<file path="src/rtl/alu_seq_pkg.sv">
// Shared types and constants for the nibble-serial ALU sequencer.
package alu_seq_pkg;

  // Width of one ALU slice, in bits.
  localparam int NIB_W = 4;

  // States of the sequencer.
  typedef enum logic [1:0] {
    ST_IDLE = 2'd0,
    ST_RUN  = 2'd1,
    ST_DONE = 2'd2
  } state_e;

  // Named select codes for the functions used most often.
  localparam logic [3:0] S_ADD   = 4'b1001;
  localparam logic       M_ADD   = 1'b0;
  localparam logic [3:0] S_SUB   = 4'b0110;
  localparam logic       M_SUB   = 1'b0;
  localparam logic [3:0] S_NOT_A = 4'b0000;
  localparam logic       M_NOT_A = 1'b1;

endpackage

</file>
<file path="src/rtl/alu_serial_seq_alu.sv">
// 4-bit ALU slice, 181-style function set with active-high data.
// Cn / Cn4 are active-low carries; G / P are active-low lookahead terms.
module ALU (
  output logic [3:0] F,
  output logic       AeB,
  output logic       G,
  output logic       Cn4,
  output logic       P,
  input  logic [3:0] S,
  input  logic [3:0] A,
  input  logic [3:0] B,
  input  logic       M,
  input  logic       Cn
);

  logic [3:0] w_t1;
  logic [3:0] w_t2;
  logic [4:0] w_sum;
  logic [4:0] w_gen;

  // Arithmetic result is t1 + t2 + carry; logic mode forces every internal
  // carry high, which yields the inverted xor of the two terms.  The carry
  // chain is evaluated regardless of mode so Cn4 is always reported.
  always_comb begin
    w_t1  = A | (B & {4{S[0]}}) | (~B & {4{S[1]}});
    w_t2  = (A & ~B & {4{S[2]}}) | (A & B & {4{S[3]}});
    w_sum = {1'b0, w_t1} + {1'b0, w_t2} + {4'b0000, ~Cn};
    w_gen = {1'b0, w_t1} + {1'b0, w_t2};
    F     = M ? ~(w_t1 ^ w_t2) : w_sum[3:0];
    AeB   = &F;
    Cn4   = ~w_sum[4];
    G     = ~w_gen[4];
    P     = ~(&w_t1);
  end

endmodule

</file>
<file path="src/rtl/alu_serial_seq.sv">
// Nibble-serial ALU: operands are registered on start, then one 4-bit slice
// processes one nibble per cycle with a registered ripple carry.
module alu_serial_seq
  import alu_seq_pkg::*;
#(
  parameter int NIB = 4
) (
  input  logic                 clk,
  input  logic                 rst,
  input  logic                 start,
  output logic                 start_ready,
  input  logic [3:0]           op_s,
  input  logic                 op_m,
  input  logic                 op_cn,
  input  logic [NIB_W*NIB-1:0] op_a,
  input  logic [NIB_W*NIB-1:0] op_b,
  output logic                 res_valid,
  input  logic                 res_ready,
  output logic [NIB_W*NIB-1:0] res_f,
  output logic                 res_cn4,
  output logic                 res_aeb,
  output logic                 busy
);

  localparam int W  = NIB_W * NIB;
  localparam int IW = (NIB > 1) ? $clog2(NIB) : 1;
  localparam logic [IW-1:0] LAST = IW'(NIB - 1);

  state_e        r_state;
  logic [IW-1:0] r_idx;
  logic [3:0]    r_s;
  logic          r_m;
  logic          r_cn;
  logic [W-1:0]  r_a;
  logic [W-1:0]  r_b;
  logic [W-1:0]  r_f;
  logic          r_cn4;
  logic          r_aeb;

  logic [3:0]    w_a_nib;
  logic [3:0]    w_b_nib;
  logic          w_cin;
  logic [3:0]    w_f;
  logic          w_aeb;
  logic          w_cn4;
  logic          w_g;
  logic          w_p;
  logic          w_accept;
  logic          w_unused_gp;

  // Current nibble of the held operands and the carry feeding the slice.
  always_comb begin
    w_a_nib = r_a[{r_idx, 2'b00} +: NIB_W];
    w_b_nib = r_b[{r_idx, 2'b00} +: NIB_W];
    w_cin   = (r_idx == '0) ? r_cn : r_cn4;
  end

  ALU u_alu (
    .F   (w_f),
    .AeB (w_aeb),
    .G   (w_g),
    .Cn4 (w_cn4),
    .P   (w_p),
    .S   (r_s),
    .A   (w_a_nib),
    .B   (w_b_nib),
    .M   (r_m),
    .Cn  (w_cin)
  );

  // Lookahead outputs are not needed for a ripple sequence.
  assign w_unused_gp = w_g ^ w_p;

  assign start_ready = (r_state == ST_IDLE) || ((r_state == ST_DONE) && res_ready);
  assign w_accept    = start && start_ready;
  assign res_valid   = (r_state == ST_DONE);
  assign busy        = (r_state == ST_RUN);
  assign res_f       = r_f;
  assign res_cn4     = r_cn4;
  assign res_aeb     = r_aeb;

  // Sequencer: accept, step one nibble per cycle, hold result until taken.
  always_ff @(posedge clk) begin
    if (rst) begin
      r_state <= ST_IDLE;
      r_idx   <= '0;
      r_s     <= '0;
      r_m     <= 1'b0;
      r_cn    <= 1'b1;
      r_a     <= '0;
      r_b     <= '0;
      r_f     <= '0;
      r_cn4   <= 1'b1;
      r_aeb   <= 1'b0;
    end else begin
      case (r_state)
        ST_RUN: begin
          r_f[{r_idx, 2'b00} +: NIB_W] <= w_f;
          r_cn4 <= w_cn4;
          r_aeb <= r_aeb & w_aeb;
          if (r_idx == LAST) begin
            r_idx   <= '0;
            r_state <= ST_DONE;
          end else begin
            r_idx <= r_idx + 1'b1;
          end
        end
        ST_DONE: begin
          if (res_ready && !start) r_state <= ST_IDLE;
        end
        default: ;
      endcase
      // A new operation from IDLE or straight out of DONE (no bubble).
      if (w_accept) begin
        r_s     <= op_s;
        r_m     <= op_m;
        r_cn    <= op_cn;
        r_a     <= op_a;
        r_b     <= op_b;
        r_idx   <= '0;
        r_aeb   <= 1'b1;
        r_state <= ST_RUN;
      end
    end
  end

endmodule

</file>
<file path="config.mk">
export PLATFORM = sky130hd
export DESIGN_NAME = alu_serial_seq
export DESIGN_NICKNAME = d
export VERILOG_FILES = /design/src/rtl/alu_seq_pkg.sv /design/src/rtl/alu_serial_seq_alu.sv /design/src/rtl/alu_serial_seq.sv
export SDC_FILE = /design/constraint.sdc
export NUM_CORES = 1
export LEC_CHECK = 0
export CAP_MARGIN = 40
export CORE_AREA = 3 3 80 82
export DETAILED_ROUTE_END_ITERATION = 8
export DIE_AREA = 0 0 83 85
export PLACE_DENSITY_LB_ADDON = 0.2
export SYNTH_ARGS = -nofsm -noshare
export SYNTH_HDL_FRONTEND = slang
export SYNTH_SLANG_ARGS = --single-unit
</file>
<file path="constraint.sdc">
create_clock -name clk -period 5.4 [get_ports clk]
set_input_delay 1.08 -clock clk [delete_from_list [all_inputs] [get_ports clk]]
set_output_delay 1.08 -clock clk [all_outputs]
set_load 0.1 [all_outputs]
</file>
# Word level (Yosys, flattened, before mapping)
# Cells that the tools add are included.
# Widths: inputs -> output; s select.
word_totals:
  reg_bits: 60
op_classes:
  shifts: 4
  n_mux: 10
  n_addsub: 4
  bitwise: 15
  n_eq_ne: 7
  reduce_logical: 14
op_table:
  columns: ["cell", "count"]
  rows:
  - ["$shiftx 16x5->4", 2]
  - ["$and 4x4->4", 6]
  - ["$bwmux 16", 1]
  - ["$shift 4x6->16 const A", 1]
  - ["$shiftx 4x6->16", 1]
  - ["$or 4x4->4", 3]
  - ["$not 4->4", 2]
  - ["$mux 2", 3]
  - ["$ne 3x1->1 const B", 2]
  - ["$neg 4->6", 1]
  - ["$reduce_and 3->1", 2]
  - ["$add 4x4->5", 1]
  - ["$add 5x1->5", 1]
  - ["$eq 2x2->1 const B", 2]
  - ["$logic_not 2->1", 2]
  - ["$mux 1", 4]
  - ["$mux 4", 1]
  - ["$ne 2x1->1 const B", 2]
  - ["$pmux 2 s2", 1]
  - ["$reduce_and 4->1", 1]
  - ["$reduce_bool 2->1", 2]
  - ["$xor 4x4->4", 1]
  - ["$logic_and 1x1->1", 3]
  - ["$reduce_bool 3->1", 1]
  - ["other kinds (7)", 8]

# Logic depth before layout (Yosys ltp)
logic_depth:
  depth_word: 12
  depth_mapped: 12
  ltp_nobuf: 11

# By module
# Synthesis repeated with hierarchy kept, for this count alone.
unflattened:
  cells_unflattened: 343
  hier_area_um2: 3255.6
modules_own_cells:
  columns: ["mod", "n_inst", "area_per_inst_um2", "cells_per_inst", "seq_area_each_um2"]
  rows:
  - ["alu_serial_seq", 1, 2840.2, 291, 1201.2]
  - ["ALU", 1, 415.4, 52, 0.0]

# Worst setup path after synthesis
# No wires, ideal clock.
synth_timing:
  kind: "reg-to-output"
  from: "register r_state[0]"
  to: "output port start_ready"
  n_path_buf: 0
  arrival_time_ns: 2.029
  t_required_ns: 4.320
  stages_incl_launch_ff: 4
  setup_slack_ns: 2.291
  cell_sequence: "dfxtp_1 > inv_1 > ha_1 > a21o_1"
synth_via:
  elab_chain_cells: 3
synth_lines:
  columns: ["item", "line", "text"]
  rows:
  - ["start, declared", "alu_serial_seq.sv:29", "state_e r_state;"]
  - ["start signal, assigned", "alu_serial_seq.sv:85", "r_state <= ST_IDLE;"]
  - ["start signal, assigned", "alu_serial_seq.sv:103", "r_state <= ST_DONE;"]
  - ["start signal, assigned", "alu_serial_seq.sv:109", "if (res_ready && !start) r_state <= ST_IDLE;"]
  - ["$eq 2x2->1", null, null]
  - ["via res_valid", "alu_serial_seq.sv:17", "output logic res_valid,"]
  - ["$logic_and 1x1->1", "alu_serial_seq.sv:74", "assign start_ready = (r_state == ST_IDLE) || ((r_state == ST_DONE) && res_ready);"]
  - ["$logic_or 1x1->1", "alu_serial_seq.sv:74", null]
  - ["end, declared", "alu_serial_seq.sv:11", "output logic start_ready,"]
# The timed path passes the listed nets, and every way through them passes these cells.

# Worst setup path in the final report
layout_timing:
  from: "input port res_ready"
  to: "output port start_ready"
layout_via:
  elab_chain_cells: 2
layout_lines:
  columns: ["item", "line", "text"]
  rows:
  - ["start, declared", "alu_serial_seq.sv:18", "input logic res_ready,"]
  - ["$logic_and 1x1->1", "alu_serial_seq.sv:74", null]
  - ["$logic_or 1x1->1", "alu_serial_seq.sv:74", null]
# Every way passes these cells.

==> summary.txt <==
Die W: 83 um
Util after Layout: 68.6%
Nets: 461
Worst-path clk slew: 0.06 ns
FF-to-FF path depth: 12
Psw: 544 uW
Root buffer cell: clkbuf_8
Worst path slowest cell: clkdlybuf4s50_1
Initial core utilization: 48.9%
Initial antenna violation count: 0
P per Cell Area: 367 nW/um^2
Post-Place Setup Slack: 1.89 ns
Final ANT Viol Nets: 0
Clock Path Buffers: 2
Fmax: 0.285 GHz
CP cell instances: clkdlybuf4s50_1, a21o_1, clkdlybuf4s50_1, buf_8
Synth Warn #: 0
Total global routing overflow: 0
Num CTS Buffers: 9
Synth Cell Area: 2850 um^2
Worst r2r src: r_idx[0]$_SDFFE_PP0P_
R2R Setup Slk: 2.05 ns
Post-CTS setup buffer count: 0
CP max FO: 3
Via density: 5.15
Crit path largest cell delay: 0.52 ns
# Max-Cap Violations: 0
Pint: 918 uW
Crit path capture type: output pin
H-tree levels: 3
Cells after Synth: 325
DR WL/cell: 12.8 um
Largest net degree at the start of global routing: 45
First-iteration detailed-routing DRC count: 105
Critical Path RT: 4.32 ns
Critical Path Source: res_ready
CTS sink cnt: 60
Area grow syn2layout: 40.1%
Share of layout cells above drive strength 1: 12.0%
Worst rel slew slack: 58.1%
Syn avg cell area: 8.76 um^2
Startpoint Class: input port
Critical Path End: start_ready
Hold-fix buffers, CTS: 0
Peak supply drop: 0.197 mV
Worst Max-Slew Pin Slew: 0.628 ns
All-Layer GR Usage: 18.4%
Min cycle time layout: 3.51 ns
Final TNS setup: 0 ns
Clk network pwr share: 23.6%
Detailed Place HPWL: 4560 um
Top cell family by delay on the critical path: buffers and inverters
Hold Path Class: flop to flop
Pre-Repair DR Iteration Count: 4
Die Y: 85 um
RSZ-0062 raised after global routing: no
CTS tree: done
FF+latch count, synth: 60
P_leak: 1.54 nW
Skew final: 0.00875 ns
Top_reg_cell synth: dfxtp_1
Critical path arrival: 2.43 ns
EDFF count, synth: 0
Gpl congestion: 0.749
Full die area: 7060 um^2
# IOs: 63
Core Area: 5820 um^2
Async set-reset flop share out of synthesis: 0%
Final Hold Viols: 0
Drt total wl: 6170 um
Total number of vias: 2484
ANT cells: 0
# rows: 28
Final slew viol count: 0
Buf/Inv on CP: 3
Post-synthesis sequential area ratio: 42.2%
Critical path class: input port to output pin
Number of remaining DRC errors: 0
Worst skew pair latency: 0.33 ns
Comb pwr share: 39.7%
Mapped Nets: 383
Critical path depth: 4
Most frequent CP cell: clkdlybuf4s50_1
Vias in the first global route: 2415
# resized after CTS: 0
Worst hold path depth: 2
Sw frac: 37.2%
Worst R2R End: res_f[1]$_SDFFE_PP0P_
Synth unique cells: 32
Status: complete, no violations
Setup-failing EPs final: 0
Buffers on Ports: 62
Flop pwr share: 36.7%
First-pass GRT wire length: 10600 um
Setup WS post-layout: 1.89 ns
Tcrit/Tclk final: 64.9%
[power by group through the flow]
stage	Combinational, mW	Clock, mW	Sequential [mW]
after global placement	0.512	0	0.544
after floorplan	0.347	0	0.597
after global routing	0.634	0.371	0.544
final	0.581	0.345	0.537
after detailed placement	0.585	0	0.546
after CTS	0.587	0.355	0.537
[layer usage]
metal	up-vias	part of all wire [%]	GRT usage (%)
met5	-	0	0
met4	0	1.4	8.47
met3	10	4.5	3.59
met2	59	49	31.2
met1	1151	45	22.6
li1	1264	-	-
[metrics by stage]
| step | hold slack (ns) | area [um^2] | power, mW | cells |
|---|---|---|---|---|
| finish | 0.452 | 3990 | 1.46 | 482 |
| global route | 0.469 | 3990 | 1.55 | 482 |
| CTS | 0.453 | 3990 | 1.48 | 482 |
| detailed placement | 0.445 | 3820 | 1.13 | 467 |
| global placement | 0.440 | 3470 | 1.06 | 444 |
| floorplan | 0.432 | 2850 | 0.943 | 325 |
[tightest hold or removal path, cell delays in order (launching register included)]
cell and delay, ns:
dfxtp_1 0.30, nand2_1 0.05, a21oi_1 0.05
[synth_stat cells (2+ instances only)]
cell,number,area [um^2]
inv_1,10,37.5
buf_6,2,22.5
ha_1,14,175
xnor2_1,2,17.5
dfxtp_1,60,1200
nor3_1,3,15.0
nor2b_1,10,62.6
and4_1,2,17.5
buf_2,10,50.1
a21oi_1,42,210
a22oi_1,12,90.1
clkbuf_1,8,30.0
a211oi_1,2,15.0
mux4_2,8,180
fa_1,2,40.0
a211o_1,3,26.3
nand2_1,83,312
o21ai_0,5,25.0
o22ai_1,2,12.5
nor2_1,14,52.6
mux2i_1,7,70.1
nand3b_1,5,37.5
nand2b_1,10,62.6
[sequential cells by signal, summed over array words and instances, names as in the netlist, 2 cells and up]
register / count
r_a: 16
r_b: 16
r_idx: 2
r_s: 4
r_state: 2
res_f: 16
[worst min-delay path by stage]
stage / slack [ns] / end / start
floorplan: 0.43 / r_cn$_SDFFE_PP1P_ / r_cn$_SDFFE_PP1P_
global placement: 0.44 / r_b[1]$_SDFFE_PP0P_ / r_b[1]$_SDFFE_PP0P_
detailed placement: 0.45 / r_a[13]$_SDFFE_PP0P_ / r_a[13]$_SDFFE_PP0P_
CTS: 0.45 / r_a[13]$_SDFFE_PP0P_ / r_a[13]$_SDFFE_PP0P_
global route: 0.47 / r_a[11]$_SDFFE_PP0P_ / r_a[11]$_SDFFE_PP0P_
finish: 0.45 / r_a[13]$_SDFFE_PP0P_ / r_a[13]$_SDFFE_PP0P_
[area by class of cell]
cell class	instances	area, um^2
clock buffers	13	159
multi-input cells	235	1510
flip-flops and latches	60	1200
inverters	10	37.5
well taps	75	93.8
clock inverters	2	10.0
fillers	484	1830
repair buffers	87	981
[cell usage in the layout, fill, tap and decap left out]
cell,n
nand2_1,83
clkdlybuf4s50_1,61
dfxtp_1,60
a21oi_1,42
buf_8,22
nor2_1,14
ha_1,14
a22oi_1,12
clkbuf_8,11
nor2b_1,10
inv_1,10
nand2b_1,10
mux4_2,8
mux2i_1,7
nand3b_1,5
o21ai_0,5
a211o_1,3
nor3_1,3
a211oi_1,2
xnor2_1,2
o22ai_1,2
and4_1,2
fa_1,2
clkinv_2,2
clkbuf_1,2
buf_4,2
mux2_2,1
a21o_1,1
and2_1,1
a221oi_1,1
a2111oi_0,1
and4b_1,1
o31ai_1,1
nand4b_1,1
nor4b_2,1
buf_2,1
buf_12,1
[cell families after synthesis]
group,Yosys count,share of synthesized area (%)
AO/OA/AOI/OAI,70,14.5
XOR/XNOR,2,0.615
adder cells (fa/ha/maj),16,7.56
buffers and inverters,30,4.92
flip-flops,60,42.2
multiplexers,16,9.19
AND/OR/NAND/NOR,131,21.1
Note: power is estimated with default switching activity, not from simulation.
